**src/rtl/generic_rr_onehot_arbiter.sv**
```systemverilog
// Round-robin arbiter with a registered one-hot grant and a ready/valid handshake.
// The priority pointer advances past each accepted grant so every requester is served in turn.
module generic_rr_onehot_arbiter #(
  parameter int WIDTH = 8,
  parameter int IDXW  = (WIDTH > 1) ? $clog2(WIDTH) : 1
) (
  input  logic             clk,
  input  logic             reset,
  input  logic [WIDTH-1:0] req,
  input  logic             gnt_ready,
  output logic             gnt_valid,
  output logic [WIDTH-1:0] gnt,
  output logic [IDXW-1:0]  gnt_idx
);

  typedef enum logic [0:0] {
    IDLE  = 1'b0,
    GRANT = 1'b1
  } state_t;

  state_t           state_r;
  logic [IDXW-1:0]  ptr_r;
  logic [IDXW-1:0]  next_ptr_s;
  logic [IDXW-1:0]  base_s;
  logic [IDXW-1:0]  win_idx_s;
  logic             win_found_s;
  logic [WIDTH-1:0] win_onehot_s;

  // Scan downward so the lowest offset from base is the last one to claim pick.
  function automatic logic [IDXW:0] rr_pick(input logic [WIDTH-1:0] r,
                                            input logic [IDXW-1:0]  base);
    logic            found;
    logic [IDXW-1:0] pick;
    int              pos;
    found = 1'b0;
    pick  = {IDXW{1'b0}};
    for (int k = WIDTH - 1; k >= 0; k--) begin
      pos   = int'(base) + k;
      pos   = (pos >= WIDTH) ? (pos - WIDTH) : pos;
      found = found | r[pos];
      pick  = r[pos] ? IDXW'(pos) : pick;
    end
    return {found, pick};
  endfunction

  // Select the scan origin (updated pointer on acceptance) and find the winner.
  always_comb begin
    next_ptr_s   = (gnt_idx == IDXW'(WIDTH - 1)) ? {IDXW{1'b0}} : (gnt_idx + IDXW'(1));
    base_s       = ptr_r;
    win_onehot_s = {WIDTH{1'b0}};
    if ((state_r == GRANT) && gnt_ready) begin
      base_s = next_ptr_s;
    end else begin
      base_s = ptr_r;
    end
    {win_found_s, win_idx_s}  = rr_pick(req, base_s);
    win_onehot_s[win_idx_s]   = 1'b1;
  end

  // Handshake FSM; the grant is committed until accepted, whatever req does meanwhile.
  always_ff @(posedge clk) begin
    if (reset) begin
      state_r   <= IDLE;
      ptr_r     <= {IDXW{1'b0}};
      gnt_valid <= 1'b0;
      gnt       <= {WIDTH{1'b0}};
      gnt_idx   <= {IDXW{1'b0}};
    end else begin
      case (state_r)
        IDLE: begin
          if (win_found_s) begin
            state_r   <= GRANT;
            gnt_valid <= 1'b1;
            gnt       <= win_onehot_s;
            gnt_idx   <= win_idx_s;
          end else begin
            state_r   <= IDLE;
            gnt_valid <= 1'b0;
            gnt       <= {WIDTH{1'b0}};
            gnt_idx   <= {IDXW{1'b0}};
          end
        end
        GRANT: begin
          if (gnt_ready) begin
            ptr_r <= next_ptr_s;
            if (win_found_s) begin
              state_r   <= GRANT;
              gnt_valid <= 1'b1;
              gnt       <= win_onehot_s;
              gnt_idx   <= win_idx_s;
            end else begin
              state_r   <= IDLE;
              gnt_valid <= 1'b0;
              gnt       <= {WIDTH{1'b0}};
              gnt_idx   <= {IDXW{1'b0}};
            end
          end else begin
            state_r   <= GRANT;
            gnt_valid <= 1'b1;
            gnt       <= gnt;
            gnt_idx   <= gnt_idx;
          end
        end
        default: begin
          state_r   <= IDLE;
          ptr_r     <= {IDXW{1'b0}};
          gnt_valid <= 1'b0;
          gnt       <= {WIDTH{1'b0}};
          gnt_idx   <= {IDXW{1'b0}};
        end
      endcase
    end
  end

endmodule

```
**config.mk**
```make
export PLATFORM = sky130hd
export DESIGN_NAME = generic_rr_onehot_arbiter
export DESIGN_NICKNAME = d
export VERILOG_FILES = /design/src/rtl/generic_rr_onehot_arbiter.sv
export SDC_FILE = /design/constraint.sdc
export NUM_CORES = 1
export LEC_CHECK = 0
export CELL_PAD_IN_SITES_DETAIL_PLACEMENT = 2
export CELL_PAD_IN_SITES_GLOBAL_PLACEMENT = 2
export CORE_ASPECT_RATIO = 0.7
export CORE_MARGIN = 3
export CORE_UTILIZATION = 34
export CTS_CLUSTER_SIZE = 8
export DETAILED_ROUTE_END_ITERATION = 16
export PLACE_DENSITY = 0.78
export SYNTH_ARGS = -nofsm -noshare
export SYNTH_HDL_FRONTEND = slang
export SYNTH_SLANG_ARGS = --single-unit
```
**constraint.sdc**
```tcl
create_clock -name clk -period 4.3 [get_ports clk]
set_input_delay 0.43 -clock clk [delete_from_list [all_inputs] [get_ports clk]]
set_output_delay 0.43 -clock clk [all_outputs]
set_load 0.1 [all_outputs]
```
Word-level counts from Yosys, hierarchy flattened
Cells that the tools add are included.
{"block": "word_totals", "out_inout_bits": 12, "in_bits": 11, "ramBits": 0, "regBits": 15, "latch_bits": 0, "n_memories": 0, "elab_cells": 104, "mem_bits_ro": 0}
{"block": "op_classes", "eq_ne": 2, "n_reduce_logical": 3, "div": 0, "addsub": 16, "bitwise": 8, "mul": 0, "shifts": 0, "n_mux": 53, "n_lt_le_gt_ge": 18}
{"operator": "$lt A32 B5 Y1 const B", "n": 8}
{"operator": "$mux W32", "n": 8}
{"operator": "$mux W3", "n": 12}
{"operator": "$sub A4 B4 Y5 const B", "n": 7}
{"operator": "$ge A4 B4 Y1 const B", "n": 7}
{"operator": "$bmux W1 S3", "n": 8}
{"operator": "$mux W1", "n": 19}
{"operator": "$add A3 B3 Y4 const B", "n": 4}
{"operator": "$mux W8", "n": 2}
{"operator": "$pmux W8 S2", "n": 1}
{"operator": "$add A3 B2 Y4 const B", "n": 2}
{"operator": "$or A1 B1 Y1", "n": 7}
{"operator": "$pmux W3 S2", "n": 1}
{"operator": "$sub A3 B4 Y5 const B", "n": 1}
{"operator": "$add A3 B1 Y4 const B", "n": 1}
{"operator": "$ge A3 B4 Y1 const B", "n": 1}
{"operator": "$lt A3 B4 Y1 const B", "n": 1}
{"operator": "$add A3 B1 Y3 const B", "n": 1}
{"operator": "$demux W1 S3", "n": 1}
{"operator": "$eq A3 B3 Y1 const B", "n": 1}
{"operator": "$ge A3 B1 Y1 const B", "n": 1}
{"operator": "$logic_and A1 B1 Y1", "n": 2}
{"operator": "$ne A2 B2 Y1 const B", "n": 1}
{"operator": "$pmux W1 S2", "n": 1}
{"operator": "other kinds (2)", "n": 2}

Longest topological paths before layout
{"block": "depth", "ltp_word": 24, "depth_mapped": 14, "mapped_depth_nobuf": 12}

Worst setup path after synthesis
No wires, ideal clock.
{"block": "synth_path", "path_kind": "reg2reg", "start": "register gnt_idx[1]", "end": "register gnt[0]", "t_arrival_ps": 4296, "stages_incl_launch_ff": 14, "path_buffers": 3, "period_less_slack_ps": 4432, "path_slack_ps": -132, "setup_ps": 136, "required_ps": 4164, "cell_sequence": "dfxtp_1 -> ha_1 -> ha_1 -> and4bb_1 -> a21oi_2 -> buf_6 -> clkbuf_1 -> ha_1 -> clkbuf_1 -> mux4_2 -> mux2_2 -> or4_1 -> o311ai_4 -> o41ai_1"}
{"block": "synth_between", "elab_chain_cells": 24, "elab_cells_between_ends": 82, "classes_between": "16 x add/sub; 10 x order compare; 1 x eq/ne; 47 x mux; 7 x bitwise; 1 x reduce/logical"}
{"item": "from (decl)", "line_no": "13", "text": "output logic [IDXW-1:0] gnt_idx"}
{"item": "from (signal assigned)", "line_no": "67", "text": "gnt_idx <= {IDXW{1'b0}};"}
{"item": "from (signal assigned)", "line_no": "75", "text": "gnt_idx <= win_idx_s;"}
{"item": "from (signal assigned)", "line_no": "80", "text": "gnt_idx <= {IDXW{1'b0}};"}
{"item": "$add A3 B1 Y3 / $eq A3 B3 Y1 (equally long branches)", "line_no": "48", "text": "next_ptr_s = (gnt_idx == IDXW'(WIDTH - 1)) ? {IDXW{1'b0}} : (gnt_idx + IDXW'(1));"}
{"item": "$mux W3 (*)", "line_no": "48"}
{"item": "$mux W3 (*)", "line_no": "51", "text": "if ((state_r == GRANT) && gnt_ready) begin"}
{"item": "$add A3 B3 Y4", "line_no": "38", "text": "pos = int'(base) + k;"}
{"item": "$sub A4 B4 Y5 / $ge A4 B4 Y1 (equally long branches)", "line_no": "39", "text": "pos = (pos >= WIDTH) ? (pos - WIDTH) : pos;"}
{"item": "$mux W32", "line_no": "39"}
{"item": "$bmux W1 S3", "line_no": "40, 41"}
{"item": "$mux W1 (implied by the code) (2 in series)", "line_no": "40, 41"}
{"item": "$mux W3 (8 in series)", "line_no": "41", "text": "pick = r[pos] ? IDXW'(pos) : pick;"}
{"item": "$lt A3 B4 Y1 (implied by the code) / $ge A3 B1 Y1 (equally long branches)", "line_no": "57", "text": "win_onehot_s[win_idx_s] = 1'b1;"}
{"item": "$logic_and A1 B1 Y1 (implied by the code)", "line_no": "57"}
{"item": "$mux W1 (implied by the code)", "line_no": "57"}
{"item": "$demux W1 S3", "line_no": "57"}
{"item": "$mux W8 (*)", "line_no": "71, 86"}
{"item": "$mux W8", "line_no": "84", "text": "if (gnt_ready) begin"}
{"item": "$pmux W8 S2 (*)", "line_no": "69", "text": "case (state_r)"}
{"item": "to (signal assigned)", "line_no": "74", "text": "gnt <= win_onehot_s;"}
{"item": "to (signal assigned)", "line_no": "79", "text": "gnt <= {WIDTH{1'b0}};"}
{"item": "to (signal assigned)", "line_no": "89", "text": "gnt <= win_onehot_s;"}
{"item": "to (decl)", "line_no": "12", "text": "output logic [WIDTH-1:0] gnt,"}
Mark *: on every way between the ends. The rest lies on a longest branch, timed or not. The select of a mux whose other input is x is not followed.
A chain may end at the register's enable or synchronous reset.

Worst setup path in the final report
{"block": "layout_path", "start": "input gnt_ready", "end": "register gnt[4]"}
{"block": "layout_between", "elab_chain_cells": 23, "elab_cells_between_ends": 81, "classes_between": "15 x add/sub; 10 x order compare; 1 x eq/ne; 46 x mux; 7 x bitwise; 2 x reduce/logical"}
{"item": "from (decl)", "line_no": "10", "text": "input logic gnt_ready,"}
{"item": "$logic_and A1 B1 Y1", "line_no": "51"}
{"item": "$mux W3", "line_no": "51"}
{"item": "$add A3 B3 Y4", "line_no": "38"}
{"item": "$sub A4 B4 Y5 / $ge A4 B4 Y1 (equally long branches)", "line_no": "39"}
{"item": "$mux W32", "line_no": "39"}
{"item": "$bmux W1 S3", "line_no": "40, 41"}
{"item": "$mux W1 (implied by the code) (2 in series)", "line_no": "40, 41"}
{"item": "$mux W3 (8 in series)", "line_no": "41"}
{"item": "$lt A3 B4 Y1 (implied by the code) / $ge A3 B1 Y1 (equally long branches)", "line_no": "57"}
{"item": "$logic_and A1 B1 Y1 (implied by the code)", "line_no": "57"}
{"item": "$mux W1 (implied by the code)", "line_no": "57"}
{"item": "$demux W1 S3", "line_no": "57"}
{"item": "$mux W8", "line_no": "71, 86"}
{"item": "$mux W8", "line_no": "84"}
{"item": "$pmux W8 S2", "line_no": "69"}
Several ways; a longest one is shown, not always the timed one. The select of a mux whose other input is x is not followed.

==> reports/qor.csv <==
metric,value,unit
synthesized instance count,215,
CP cell instances,clkdlybuf4s50_1 -> a21boi_2 -> nor2_8 -> ha_1 -> mux4_2 -> mux2i_1 -> o21ai_0 -> o31a_1 -> a211oi_1 -> o41ai_1,
Rel. slew slack,34.7,%
Yosys reg bits,15,
initial drt markers,192,
top_reg_cell synth,dfxtp_1,
Compound-Gate Fraction of Synth Area,32.4,%
status,"complete, no violations",
family with the most delay on the worst path,compound AO/OA/AOI/OAI gates,
later-pin clock latency in the skew report,0.25,ns
Worst Hold Class,flip-flop to flip-flop,
final hold violation count,0,
synth warn,0,
largest family of logic cells by synthesized area,compound AO/OA/AOI/OAI gates,
"Async S/R FF share, synth",0,%
sequential share of the synthesized area,16.6,%
Clock Skew,0.00201,ns
unrepaired setup endpoints after global routing,no,
Final setup viols,0,
DR vias,1967,
syn_nets,230,
Synth Area in Adders,2.77,%
crit start category,input port,
Worst-path clk slew,0.06,ns
CP bufs+invs,1,
Tot GR Track Use,25.2,%
DR pass1 iterations,4,
IO Pins,23,
Post-DP HPWL,5930,um
IO buf count,22,
Final ANT Viol Nets,0,
Post-CTS Setup Repair Bufs,0,
Syn-to-layout area delta,17.5,%
Max Slew Vio Count,0,
# fillers,591,
first-pass GRT wire length,12100,um
RePlAce Congestion,0.949,
Initial Utilization,36.6,%
post-layout minimum cycle time,4.09,ns
post-synthesis mux area share,17.5,%
die area,6230,sq um
number of global-route vias before repair,2068,
critical path arrival,4.19,ns
Final Cycle Share,95.1,%
critical path data required time,4.39,ns
# diodes,0,
CTS Buf Count,3,
CTS tree,yes,
CP max-delay cell,a211oi_1,
Mapped Avg Cell Area,8.40,sq um
Cell variety after synth,62,
routing usage on met1,35.8,%
PwrDens,569,nW/um^2
hold-fix buffers at CTS,0,
synthesized area,1810,sq um
Post-synth EDFFs,0,
total negative slack,0,ns
Simple-Gate Fraction of Synth Area,22.5,%
kind of critical path,input port to flip-flop,
Clock Path Buffers,2,
maximum VDD drop,0.000304,V
core box area,4940,sq um
Root Buffer,clkbuf_8,
"critical path fanouts, max",11,
post-synthesis xor/xnor area fraction,3.26,%
Slew @ Worst Pin,0.976,ns
die height,67.0,um
Leak,0.784,nW
share of layout cells above drive strength 1,14.9,%
Worst path max stage delay,0.66,ns
WL/cell,24.4,um
total of max-cap violations,0,
Sinks on Clock Net,15,
antenna violations before repair,0,
Vias/cell,6.47,
drt drc,0,
Site Rows,21,
fin nets,251,
H-tree lvl count,1,
grt ovf,0,
WL final,7420,um
FMAX,244,MHz
DIE WIDTH,93.1,um
global route hottest layer,met2,
GR Util met3,4.06,%
GR Util met2,41.0,%
largest net degree at the start of global routing,14,
crit end category,flip-flop,
worst hold slack,0.470,ns
number of cells upsized or downsized after cts,0,
## Yosys cell counts (2+ instances only)
master     number  area (sq um)
nand2_1        23          86.3
nand3_1        18          90.1
dfxtp_1        15           300
nor2_1         11          41.3
a21oi_1        10          50.1
o21ai_0        10          50.1
mux2i_1         9          90.1
mux2_2          8          90.1
o41ai_1         8          70.1
a211oi_1        6          45.0
mux4_2          6           135
clkbuf_1        5          18.8
a211o_1         4          35.0
buf_6           4          45.0
ha_1            4          50.1
a21o_1          3          22.5
a31oi_1         3          18.8
and2_1          3          18.8
and3_1          3          18.8
nor3_1          3          15.0
o21a_1          3          22.5
o22a_1          3          26.3
xnor2_1         3          26.3
a2111oi_0       2          17.5
a22oi_1         2          15.0
a32oi_1         2          17.5
inv_1           2          7.51
nand2b_1        2          12.5
nor2b_1         2          12.5
o2111a_1        2          22.5
o211ai_1        2          15.0
o22ai_1         2          12.5
or3_1           2          12.5
xnor2_2         2          32.5
## registers in the layout, summed over array words and instances, names as in the netlist
| register | flops |
|---|---|
| ptr_r | 3 |
| gnt | 8 |
| state_r | 1 |
| gnt_idx | 3 |
## routing by layer
| metal | wire [um] | vias to the layer above | share of wire [%] |
|---|---|---|---|
| met5 | 0 | - | 0 |
| met4 | 63 | 0 | 0.85 |
| met3 | 378 | 6 | 5.1 |
| met2 | 3400 | 58 | 46 |
| met1 | 3580 | 1005 | 48 |
| li1 | - | 898 | - |
## worst paths after layout
path	startpoint	to	slack, ns	cells after the start
worst max register to register	gnt_idx[1]$_SDFFE_PP0P_	gnt[4]$_SDFFE_PP0P_	0.51	11
worst min-delay path	gnt[5]$_SDFFE_PP0P_	gnt[5]$_SDFFE_PP0P_	0.47	2
worst min register to register	gnt[5]$_SDFFE_PP0P_	gnt[5]$_SDFFE_PP0P_	0.47	2
worst max-delay path	gnt_ready	gnt[4]$_SDFFE_PP0P_	0.21	10
## worst min-delay path: stages (launching register included)
cell	delay, ns
dfxtp_1	0.34
nand2_1	0.05
o41ai_1	0.05
## through the flow
| step | setup WS, ns | instances | instance area (sq um) | total power [mW] | utilization [%] |
|---|---|---|---|---|---|
| 3_5_place_dp | 0.0819 | 300 | 2080 | 1.07 | 42.0 |
| 6_report | 0.209 | 304 | 2120 | 1.21 | 42.9 |
| 4_1_cts | 0.330 | 304 | 2120 | 1.20 | 42.9 |
| 5_1_grt | 0.0716 | 304 | 2120 | 1.28 | 42.9 |
| 3_3_place_gp | 0.291 | 300 | 2080 | 1.03 | 42.0 |
| 2_1_floorplan | 0.0170 | 215 | 1810 | 0.835 | - |
## placed cells by master, fill, tap and decap left out, drive strengths merged, types with 6 or more instances in the layout
cell	Yosys	routed
nand2	24	24
clkdlybuf4s50	0	22
nand3	18	18
dfxtp	15	15
nor2	13	13
o21ai	11	11
a21oi	11	11
mux2i	9	9
mux2	8	8
o41ai	8	8
mux4	6	6
a211oi	6	6
## cells by family (layout without fill, tap and decap cells)
kind of cell | Yosys count | after routing
xor+xnor | 5 | 5
buf+inv | 14 | 34
compound gates | 76 | 76
mux | 23 | 23
flops | 15 | 15
simple gates | 78 | 78
fa+ha+maj | 4 | 4
## report_power, final
group / leakage [nW] / internal (mW) / switching [mW] / total (mW)
clock: 0.0228 / 0.0657 / 0.0511 / 0.117
sequential: 0.123 / 0.166 / 0.0216 / 0.188
combinational: 0.638 / 0.288 / 0.615 / 0.903
## final cells by class
cell class                      count  area [sq um]  share of cell area, %
Timing Repair Buffer               27           258                   12.2
Clock buffer                        4          45.0                   2.12
Sequential cell                    15           303                   14.3
Inverter                            3          13.8                  0.649
Multi-Input combinational cell    186          1420                   66.7
Tap cell                           69          86.3                   4.07
(Power assumes the default switching activity.)
